### src/rtl/motor_seq_pkg.sv
// rtl/motor_seq_pkg.sv - shared types, widths and the saturating duty step for the motor ramp sequencer
package motor_seq_pkg;

  localparam int DUTY_W = 8;

  typedef enum logic [2:0] {
    ST_IDLE  = 3'd0,
    ST_RAMP  = 3'd1,
    ST_HOLD  = 3'd2,
    ST_BRAKE = 3'd3,
    ST_DEAD  = 3'd4,
    ST_FAULT = 3'd5
  } state_t;

  // One step toward goal in 9-bit arithmetic; lands exactly on goal rather than overshooting or wrapping.
  function automatic logic [DUTY_W-1:0] step_toward(input logic [DUTY_W-1:0] cur,
                                                    input logic [DUTY_W-1:0] goal,
                                                    input logic [DUTY_W-1:0] step);
    logic [DUTY_W:0] wide;
    wide = '0;
    step_toward = cur;
    if (cur < goal) begin
      wide = {1'b0, cur} + {1'b0, step};
      step_toward = (wide > {1'b0, goal}) ? goal : wide[DUTY_W-1:0];
    end else if (cur > goal) begin
      wide = {1'b0, cur} - {1'b0, step};
      step_toward = (wide[DUTY_W] || (wide < {1'b0, goal})) ? goal : wide[DUTY_W-1:0];
    end
  endfunction

endpackage

### src/rtl/ramp_tick.sv
// rtl/ramp_tick.sv - prescaler counting 0..DIV-1, tick high on the terminal count, clear holds it at 0
module ramp_tick #(
  parameter int DIV = 100000
) (
  input  logic clk,
  input  logic reset,
  input  logic clear,
  output logic tick
);

  localparam int CW = (DIV > 2) ? $clog2(DIV) : 1;
  localparam logic [CW-1:0] LAST = CW'(DIV - 1);

  logic [CW-1:0] cnt;

  always_ff @(posedge clk) begin
    if (reset || clear) begin
      cnt <= '0;
    end else if (cnt == LAST) begin
      cnt <= '0;
    end else begin
      cnt <= cnt + CW'(1);
    end
  end

  assign tick = (cnt == LAST);

endmodule

### src/rtl/motor_ramp_sequencer.sv
// rtl/motor_ramp_sequencer.sv - slew-limited duty ramp with brake, dead-time before reversal and latched estop
module motor_ramp_sequencer
  import motor_seq_pkg::*;
#(
  parameter int RAMP_DIV = 100000,
  parameter int STEP     = 1,
  parameter int DEADTIME = 50000
) (
  input  logic              clk,
  input  logic              reset,
  input  logic              cmd_enable,
  input  logic [DUTY_W-1:0] cmd_duty,
  input  logic              cmd_dir,
  input  logic              estop,
  output logic [DUTY_W-1:0] duty_out,
  output logic              dir_out,
  output logic              busy,
  output logic              at_target,
  output logic              fault,
  output logic [2:0]        state_out
);

  localparam int DCW = (DEADTIME > 1) ? $clog2(DEADTIME + 1) : 1;
  localparam logic [DCW-1:0]    DEAD_LAST = DCW'(DEADTIME - 1);
  localparam logic [DUTY_W-1:0] STEP_V    = DUTY_W'(STEP);
  localparam logic [DUTY_W-1:0] ZERO      = '0;

  state_t            state, state_n;
  logic [DUTY_W-1:0] tgt, duty_n;
  logic              dir_n;
  logic [DCW-1:0]    dead_cnt, dead_n;
  logic              tick, ramp_clear;

  ramp_tick #(.DIV(RAMP_DIV)) u_tick (
    .clk   (clk),
    .reset (reset),
    .clear (ramp_clear),
    .tick  (tick)
  );

  always_comb begin
    tgt     = cmd_enable ? cmd_duty : ZERO;
    state_n = state;
    duty_n  = duty_out;
    dir_n   = dir_out;
    if (estop) begin
      state_n = ST_FAULT;
      duty_n  = ZERO;
    end else begin
      case (state)
        ST_IDLE: begin
          duty_n = ZERO;
          if (tgt != ZERO) state_n = (cmd_dir == dir_out) ? ST_RAMP : ST_DEAD;
        end
        ST_RAMP: begin
          if (cmd_dir != dir_out) begin
            state_n = ST_BRAKE;
          end else begin
            if (tick) duty_n = step_toward(duty_out, tgt, STEP_V);
            if (duty_n == tgt) state_n = (tgt == ZERO) ? ST_IDLE : ST_HOLD;
          end
        end
        ST_HOLD: begin
          if (cmd_dir != dir_out) state_n = (duty_out == ZERO) ? ST_DEAD : ST_BRAKE;
          else if (tgt != duty_out) state_n = ST_RAMP;
        end
        ST_BRAKE: begin
          // Brake ignores the target; only a returning direction command cancels it.
          if (cmd_dir == dir_out && duty_out != ZERO) begin
            state_n = ST_RAMP;
          end else begin
            if (tick) duty_n = step_toward(duty_out, ZERO, STEP_V);
            if (duty_n == ZERO) state_n = ST_DEAD;
          end
        end
        ST_DEAD: begin
          duty_n = ZERO;
          if (cmd_dir == dir_out) begin
            state_n = (tgt == ZERO) ? ST_IDLE : ST_RAMP;
          end else if (dead_cnt == DEAD_LAST) begin
            dir_n   = cmd_dir;
            state_n = (tgt == ZERO) ? ST_IDLE : ST_RAMP;
          end
        end
        ST_FAULT: begin
          duty_n = ZERO;
          if (!cmd_enable) state_n = ST_IDLE;
        end
        default: state_n = ST_IDLE;
      endcase
    end
    dead_n     = (state == ST_DEAD && state_n == ST_DEAD) ? dead_cnt + DCW'(1) : '0;
    ramp_clear = (state_n != state) || !(state_n == ST_RAMP || state_n == ST_BRAKE);
  end

  always_ff @(posedge clk) begin
    if (reset) begin
      state     <= ST_IDLE;
      duty_out  <= '0;
      dir_out   <= 1'b0;
      dead_cnt  <= '0;
      busy      <= 1'b0;
      at_target <= 1'b0;
      fault     <= 1'b0;
    end else begin
      state     <= state_n;
      duty_out  <= duty_n;
      dir_out   <= dir_n;
      dead_cnt  <= dead_n;
      busy      <= (state_n == ST_RAMP) || (state_n == ST_BRAKE) || (state_n == ST_DEAD);
      at_target <= (state_n == ST_HOLD) || (state_n == ST_IDLE && tgt == ZERO);
      fault     <= (state_n == ST_FAULT);
    end
  end

  assign state_out = state;

endmodule

### config.mk
export PLATFORM = sky130hd
export DESIGN_NAME = motor_ramp_sequencer
export DESIGN_NICKNAME = d
export VERILOG_FILES = /design/src/rtl/motor_seq_pkg.sv /design/src/rtl/ramp_tick.sv /design/src/rtl/motor_ramp_sequencer.sv
export SDC_FILE = /design/constraint.sdc
export NUM_CORES = 1
export LEC_CHECK = 0
export BUFFER_PORTS_ARGS = -buffer_cell sky130_fd_sc_hd__buf_2
export CAP_MARGIN = 20
export CORE_MARGIN = 2
export CORE_UTILIZATION = 62
export DETAILED_ROUTE_END_ITERATION = 8
export GPL_ROUTABILITY_DRIVEN = 1
export PLACE_DENSITY_LB_ADDON = 0.08
export SYNTH_ARGS = -nofsm -noshare
export SYNTH_HDL_FRONTEND = slang
export SYNTH_HIERARCHICAL = 1
export SYNTH_SLANG_ARGS = --single-unit
### constraint.sdc
create_clock -name clk -period 5.2 [get_ports clk]
set_input_delay 1.04 -clock clk [delete_from_list [all_inputs] [get_ports clk]]
set_output_delay 1.04 -clock clk [all_outputs]
set_load 0.01 [all_outputs]
==> flow_metrics.tcl <==
set metrics [dict create \
    slowest_delay_ns 0.54 \
    clk_path_buf_depth 2 \
    synth_fa_ha_area_share_pct 7.91 \
    drtAntennaViolNets 0 \
    worstReg2RegEnd "u_tick/cnt[14]" \
    dp_hpwl_um 10800 \
    hold_violations 0 \
    grt_pass1_vias 4480 \
    power_density_nw_per_um2 190 \
    r2r-start "duty_out[0]" \
    clock-root-buffer "clkbuf_8" \
    syn2layout_area_growth_pct 9.20 \
    core_area_um2 6870 \
    crit_path_end_kind "flip-flop" \
    synth_edf_count 0 \
    fin_skew_ns 0.00851 \
    slew_viol_final 0 \
    rsz0062_at_grt "no" \
    cp-start-kind "flip-flop" \
    die-area_um2 7840 \
    holdWs_ns 0.465 \
    drive_above_1_share_pct 13.8 \
    cp_top_family "compound AO/OA/AOI/OAI gates" \
    num_vias 4954 \
    fmax_ghz 0.209 \
    crit_path_frequent_cell "o21ai_0" \
    drc_errors 0 \
    synthArstFlopShare_pct 0 \
    worstRegToRegCells 17 \
    drt_pass1_iterations 5 \
    grt_max_degree 33 \
    syn_avg_cell_area_um2 7.44 \
    cts_made_buffers 5 \
    cts_tree "done" \
    wl_per_cell_um 20.4 \
    fp-row-count 30 \
    synth_simple_gate_area_share_pct 31.1 \
    ys.flop_type "dfxtp_1" \
    crit_chain "buf_4 > ha_1 > nand2_1 > o21ai_0 > nand2_1 > ha_1 > a211oi_1 > o21ai_0 > o21ai_0 > a211oi_1 > or3_1 > and4_1 > a21oi_1 > o221ai_1 > a211o_1 > buf_12 > nor2_1" \
    p_leak_uw 0.00179 \
    clk_latency_ns 0.31 \
    post_cts_buffers 0 \
    final.setup.worst_slack_ns 0.413 \
    die_w_um 88.5 \
    cp.depth 17 \
    ys_warn_count 6 \
    critPathMaxFanout 17 \
    synth_top_family_by_area "simple AND/OR/NAND/NOR gates" \
    syn-num-nets 637 \
    drtIter0Drc 550 \
    hp-class "flip-flop to flip-flop" \
    die_y_um 88.5 \
    cp-startpoint "duty_out[0]" \
    fin_nets 663 \
    setup_viol 0 \
    synth-seq-area-share_pct 21.7 \
    crit_required_ns 5.45 \
    gr-total-overflow 0 \
    vdd_drop_max_v 0.000216 \
    synthXorXnorAreaFrac_pct 8.50 \
    antenna_cells 0 \
    cp_num_buf_inv 2 \
    initial_core_util_pct 64.5 \
    grt_pass1_wl_um 22700 \
    cp_data_arrival_time_ns 5.03 \
    post-route-util_pct 70.5 \
    clk_pin_slew_ns 0.10 \
    syn_inst 596 \
    cpMaxStageDelayCell "dfxtp_1" \
    synth_compound_area_share_pct 24.2 \
    synth.distinct_cells 83 \
    cts_resized 0 \
    routed_via_density 6.89 \
    gr-usage-all-layers_pct 37.6 \
    gp_congestion 1.06 \
    pre_cts_ws_ns 0.414 \
    htreeDepth 2 \
    rrSetupSlack_ns 0.41 \
    period_share_pct 92.1 \
    synth_mux_area_share_pct 0.932 \
    tightest_slew_ns 0.819 \
    wl_um 14700 \
    endpoint "u_tick/cnt[14]" \
    syn_area_um2 4430 \
    cts_hold_buf 0 \
    synth-seq-cells 48 \
    power.total_uw 920 \
    crit_type "flip-flop to flip-flop" \
    outcome "completed" \
    final_cell_mix "nor2_1 (80), nand2_1 (60), dfxtp_1 (48), a21oi_1 (42), xnor2_1 (29)" \
    final_common_cell "nor2_1" \
    max_cap_violations 0 \
    relSlewSlack_pct 44.7 \
    antenna_found_initial 0 \
    clock-sinks 48 \
    pin_count 28 \
    tns_ns 0 \
    portBuffers 27 \
    fin_crit_ns 4.79 \
]
state kept, by name, summed over array words and instances (netlist names):
register and flops:
duty_out 8, fault 1, at_target 1, state_out 3, dead_cnt 16, u_tick/cnt 17
busy 1, dir_out 1
cells by family after synthesis:
| kind of cell | count (synthesis) |
|---|---|
| adders and majority gates | 28 |
| muxes | 4 |
| buffers and inverters | 52 |
| xor gates and xnor gates | 43 |
| DFF | 48 |
| AOI/OAI and AO/OA | 150 |
| and+or+nand+nor | 271 |
stage by stage:
stage	instances	cell area, um^2
after global routing	719	4840
after CTS	719	4840
after global placement	711	4700
after floorplan	596	4430
after detailed placement	711	4700
final	719	4840
cells in the mapped netlist, types with 4 or more instances:
master,count,area share [%]
o22ai_1,6,0.85
dfxtp_1,48,22
xor2_1,14,2.8
clkbuf_1,12,1.0
nand2_1,60,5.1
or4_1,6,1.0
a22oi_1,4,0.68
ha_1,28,7.9
xnor2_1,29,5.7
nand3_1,22,2.5
nand2b_1,6,0.85
and3_1,5,0.71
or2_2,4,0.56
nand4_1,16,2.3
nor2b_1,4,0.56
nor3_1,23,2.6
nor2_1,80,6.8
buf_2,9,1.0
o32ai_1,4,0.79
o221ai_1,4,0.79
o21ai_0,22,2.5
a31oi_1,13,1.8
o31ai_1,4,0.68
a21oi_1,42,4.7
inv_1,17,1.4
nor4_1,10,1.4
o211ai_1,7,1.2
or3_1,7,0.99
buf_1,5,0.42
a211oi_1,4,0.68
where the power goes:
part           internal [uW]  leakage, uW  switching (uW)
Clock                    194    0.0000687             137
Sequential               372     0.000388            5.63
Combinational           73.5      0.00134             137
Total                    639      0.00179             280
layer usage:
layer / global-route usage (%) / up-vias / part of all wire [%]
met2: 57.6 / 356 / 43
li1: - / 2250 / -
met3: 8.30 / 56 / 12
met4: 14.0 / 0 / 3.4
met1: 51.8 / 2292 / 42
met5: 0 / - / 0
area by class of cell:
cell class | instances | area (um^2)
sequential | 48 | 961
multi-input combinational | 496 | 3220
timing repair buffer | 51 | 328
fill | 612 | 2030
tap | 96 | 120
clock inverter | 3 | 68.8
clock buffer | 5 | 68.8
inverter | 20 | 75.1
worst min path at each step:
| stage | from | to | slack (ns) | cells past startpoint |
|---|---|---|---|---|
| floorplan | u_tick/cnt[0] | u_tick/cnt[0] | 0.43 | 1 |
| detailed placement | u_tick/cnt[0] | u_tick/cnt[0] | 0.45 | 1 |
| global placement | u_tick/cnt[0] | u_tick/cnt[0] | 0.44 | 1 |
| finish | u_tick/cnt[0] | u_tick/cnt[0] | 0.47 | 1 |
| global route | dead_cnt[0] | dead_cnt[0] | 0.49 | 1 |
| CTS | u_tick/cnt[0] | u_tick/cnt[0] | 0.47 | 1 |
(Power assumes the default switching activity.)
